### src/rtl/tick_counter.sv
// tick_counter: clk_div rising edges, synchronised into clk, step a packed-BCD up/down counter.
// Define TICK_COUNTER_SAT_EN to saturate at all-nines/zero instead of wrapping.
module tick_counter #(
  parameter int DIGITS = 4
) (
  input  logic                  clk,
  input  logic                  rst,
  input  logic                  clk_div,
  input  logic                  en,
  input  logic                  up,
  input  logic                  load,
  input  logic [4*DIGITS-1:0]   load_val,
  output logic [4*DIGITS-1:0]   count,
  output logic                  tc,
  output logic                  tick
);
  localparam int W = 4 * DIGITS;
  logic s1_q, s2_q, s3_q, tc_q, tc_d, cy, bw, wrap, step;
  logic [3:0] dg;
  logic [W-1:0] count_q, count_d, inc, dec, ld, nxt;
  // cy/bw end as the all-nines/all-zeros flags once the ripple finishes
  always_comb begin
    cy = 1'b1;
    bw = 1'b1;
    inc = '0;
    dec = '0;
    ld = '0;
    dg = '0;
    for (int i = 0; i < DIGITS; i++) begin
      dg = count_q[4*i +: 4];
      inc[4*i +: 4] = !cy ? dg : (dg == 4'd9) ? 4'd0 : dg + 4'd1;
      dec[4*i +: 4] = !bw ? dg : (dg == 4'd0) ? 4'd9 : dg - 4'd1;
      cy = cy & (dg == 4'd9);
      bw = bw & (dg == 4'd0);
      ld[4*i +: 4] = (load_val[4*i +: 4] > 4'd9) ? 4'd9 : load_val[4*i +: 4];
    end
  end
  assign tick = s2_q & ~s3_q;
  assign wrap = up ? cy : bw;
  assign step = tick & en & ~load;
`ifdef TICK_COUNTER_SAT_EN
  assign nxt = wrap ? count_q : up ? inc : dec;
`else
  assign nxt = up ? inc : dec;
`endif
  assign count_d = load ? ld : step ? nxt : count_q;
  assign tc_d = step & wrap;
  // sync flops reset high so a clk_div already high at release is not an edge
  always_ff @(posedge clk or negedge rst) begin
    if (!rst) begin
      s1_q <= 1'b1;
      s2_q <= 1'b1;
      s3_q <= 1'b1;
      count_q <= '0;
      tc_q <= 1'b0;
    end else begin
      s1_q <= clk_div;
      s2_q <= s1_q;
      s3_q <= s2_q;
      count_q <= count_d;
      tc_q <= tc_d;
    end
  end
  assign count = count_q;
  assign tc = tc_q;
endmodule

### config.mk
export PLATFORM = sky130hd
export DESIGN_NAME = tick_counter
export DESIGN_NICKNAME = d
export VERILOG_FILES = /design/src/rtl/tick_counter.sv
export SDC_FILE = /design/constraint.sdc
export NUM_CORES = 1
export LEC_CHECK = 0
export ABC_AREA = 1
export CAP_MARGIN = 20
export CORE_MARGIN = 10
export CORE_UTILIZATION = 40
export CTS_BUF_LIST = sky130_fd_sc_hd__clkbuf_8
export DETAILED_ROUTE_END_ITERATION = 10
export MAX_ROUTING_LAYER = met4
export PLACE_DENSITY = 0.67
export REMOVE_ABC_BUFFERS = 1
export SYNTH_ARGS = -nofsm -noshare
export SYNTH_HDL_FRONTEND = slang
export SYNTH_SLANG_ARGS = --single-unit
export TNS_END_PERCENT = 30
### constraint.sdc
create_clock -name clk -period 3.2 [get_ports clk]
set_clock_uncertainty 0.05 [all_clocks]
set_input_delay 0.64 -clock clk [delete_from_list [all_inputs] [get_ports clk]]
set_output_delay 0.64 -clock clk [all_outputs]
set_load 0.005 [all_outputs]
==> impl_metrics.csv <==
group,metric,value,unit
status,outcome,"finished, final reports clean",
placement,hpwl,3.74,mm
timing,slew_headroom,0.356,
cells_and_area,syn2layout_area_growth,28.9,%
synth,netlist.area_leader.share,0.254,
global_route,gr-usage-all-layers,0.139,
detailed_routing,route.vias.total,1833,
flow_run,maxCapViolations,0,
clock_tree,cts_max_level,1,
synth,synth_area,0.00168,mm^2
detailed_routing,drc_errors,0,
global_route,first_global_vias,1748,
synth,ys_types,29,
synth,synthCells,273,
cells_and_area,antenna-diode-count,0,
clock_tree,clock_sinks,20,
synth,async_flop_share,1.00,
synth,ys_seq_elements,20,
timing,setup_violations,0,
critical_path,end_kind,"register",
clock_tree,tritoncts,"yes",
timing,timing.fmax,473,MHz
synth,syn_area_per_cell,6.14,um^2
critical_path,start_kind,"primary input",
pwr,p_per_area,509,mW/mm^2
floorplan,dieArea,0.00718,mm^2
synth,synth_seq_area_share,0.301,
critical_path,crit_fanout,10,
clock_tree,postCtsHoldBufs,0,
clock_tree,ctsResizeCount,0,
floorplan,design.core.area,0.00403,mm^2
placement,gp_congestion,0.909,
timing,slew_violations,0,
synth,synth_flop_cell,"dfrtp_1",
critical_path,critPathKind,"in2reg",
clock_tree,cts_buffer_depth,2,
cells_and_area,drive_gt1_frac,0.0955,
clock_tree,clk_latency,0.27,ns
cells_and_area,num-nets-final,337,
clock_tree,cts_root_buf,"clkbuf_8",
detailed_routing,via_per_inst,5.04,
synth,yosys-top-cells-area,"dfrtp_1 25%, nand2_1 23%, nand3_1 10%",
pwr,ir_worst_vdd,215,uV
floorplan,die_y,84.7,um
critical_path,slowest_stage,"clkdlybuf4s50_1",
synth,yosysMostFrequentCell,"nand2_1",
timing,hold_viol,0,
floorplan,initial_core_util,0.416,
synth,synth-simple-area-share,0.510,
timing,fin_crit_sh,0.661,
timing,tightest_slew,0.963,ns
global_route,grt_pass1_wl,8.25,mm
clock_tree,numCtsBuffers,3,
synth,synth_top_family_by_area,"simple AND/OR/NAND/NOR gates",
global_route,grt.overflow.total,0,
detailed_routing,antenna_left,0,
clock_tree,post_cts_buffers,0,
synth,yosysWarnings,0,
clock_tree,path_clk_slew,0.08,ns
synth,synth_mux_area_frac,0,
pwr,leakage,0.00107,uW
min_path,min_path_type,"reg2reg",
placement,port_buffers,39,
floorplan,num_io_pins,40,
synth,synth_xor_xnor_area_share,0.00523,
critical_path,required,3.36,ns
critical_path,cp_cell_sequence,"clkdlybuf4s50_1 > inv_4 > nand2_8 > nand2_4 > inv_2 > nand2_1 > nor2_1 > nand2_1 > nand2_1",
global_route,grt_max_degree,21,
detailed_routing,drt_iter0_drc,216,
detailed_routing,wire_per_inst,12.9,um
timing,rsz0062_at_grt,"no",
timing,worst_slack,1.08,ns
detailed_routing,firstDrtPassIters,4,
synth,synth_edf_count,0,
critical_path,cp.arrival,2.28,ns
synth,yosys.area.top_type,"dfrtp_1",
global_route,antenna_found_initial,0,
floorplan,num_rows,23,
critical_path,cpPeakStageDelay,0.87,ns
floorplan,die_w,84.7,um
timing,finalSetupTns,0,ns
critical_path,cp_common_cell,"nand2_1",
detailed_routing,wl,4.69,mm
placement,pre_cts_ws,0.807,ns
synth,synth-compound-area-share,0.0941,
synth,synthAdderAreaFrac,0,
timing,timing.final.crit_period,2.12,ns
synth,synth_common_cells,"104 x nand2_1, 34 x nand3_1, 31 x nor2_1",
[metal layers]
metal | global-route usage | vias up | share of wire
met3 | 0.0271 | 6 | 0.054
li1 | - | 958 | -
met2 | 0.209 | 60 | 0.45
met4 | 0.0584 | 0 | 0.017
met5 | - | - | 0
met1 | 0.177 | 809 | 0.48
[area by class of cell]
type / count / area [um^2]
multi-input combinational: 217 / 1020
inverter: 33 / 129
clock buffer: 3 / 41.3
tap: 50 / 62.6
timing repair buffer: 40 / 398
clock inverter: 1 / 3.75
fill: 427 / 1870
sequential: 20 / 504
[final timing paths]
kind	start	end	slack, ns	cells past startpoint
setup / recovery	load	count[15]	1.08	9
hold / removal	s1_q	s2_q	0.31	0
setup reg to reg	count[9]	count[12]	1.65	8
hold reg to reg	s1_q	s2_q	0.31	0
max in group asynchronous	rst	count[5]	1.66	1
min in group asynchronous	rst	tc	0.86	1
[placed cells by master, fill, tap and decap left out, types with 2 or more instances in the layout]
cell type	instances
dfrtp_1	17
clkbuf_8	3
inv_4	2
inv_2	6
nand2_1	104
inv_1	26
o21ai_1	4
dfstp_2	3
o221ai_1	2
nor2_4	2
nor2_1	31
o211ai_1	5
o21ai_0	6
nand4_1	5
a21oi_1	6
clkdlybuf4s50_1	39
nor2_2	5
nand2_2	3
nand3_1	34
[logic make-up after synthesis]
kind of cell | after synthesis
and+or+nand+nor | 190
buffers and inverters | 36
AOI/OAI and AO/OA | 26
DFF | 20
xor gates and xnor gates | 1
[registers in the layout, indices dropped and copies added, names as in the netlist]
signal,cells
s1_q,1
count,16
s3_q,1
tc,1
s2_q,1
[worst max-delay path: cells and delay by family]
| family | cells | cell delay, ns |
|---|---|---|
| buf+inv | 3 | 1.06 |
| simple gates | 6 | 0.56 |
[metrics by stage]
step	instance area, um^2	cells	util	hold WS (ns)	total power, uW
2_1_floorplan	1650	270	-	0.294	700
4_1_cts	2160	364	0.536	0.311	1110
5_1_grt	2160	364	0.536	0.316	1210
3_5_place_dp	2110	360	0.525	0.300	930
3_3_place_gp	2110	360	0.525	0.296	932
6_report	2160	364	0.536	0.308	1100
[power breakdown]
group	internal, uW	leakage [uW]	total [uW]	switching (uW)
Sequential	307	0.000242	403	95.8
Clock	85.7	0.0000269	176	90.2
Combinational	237	0.000804	521	284
Note: power is estimated with default switching activity, not from simulation.
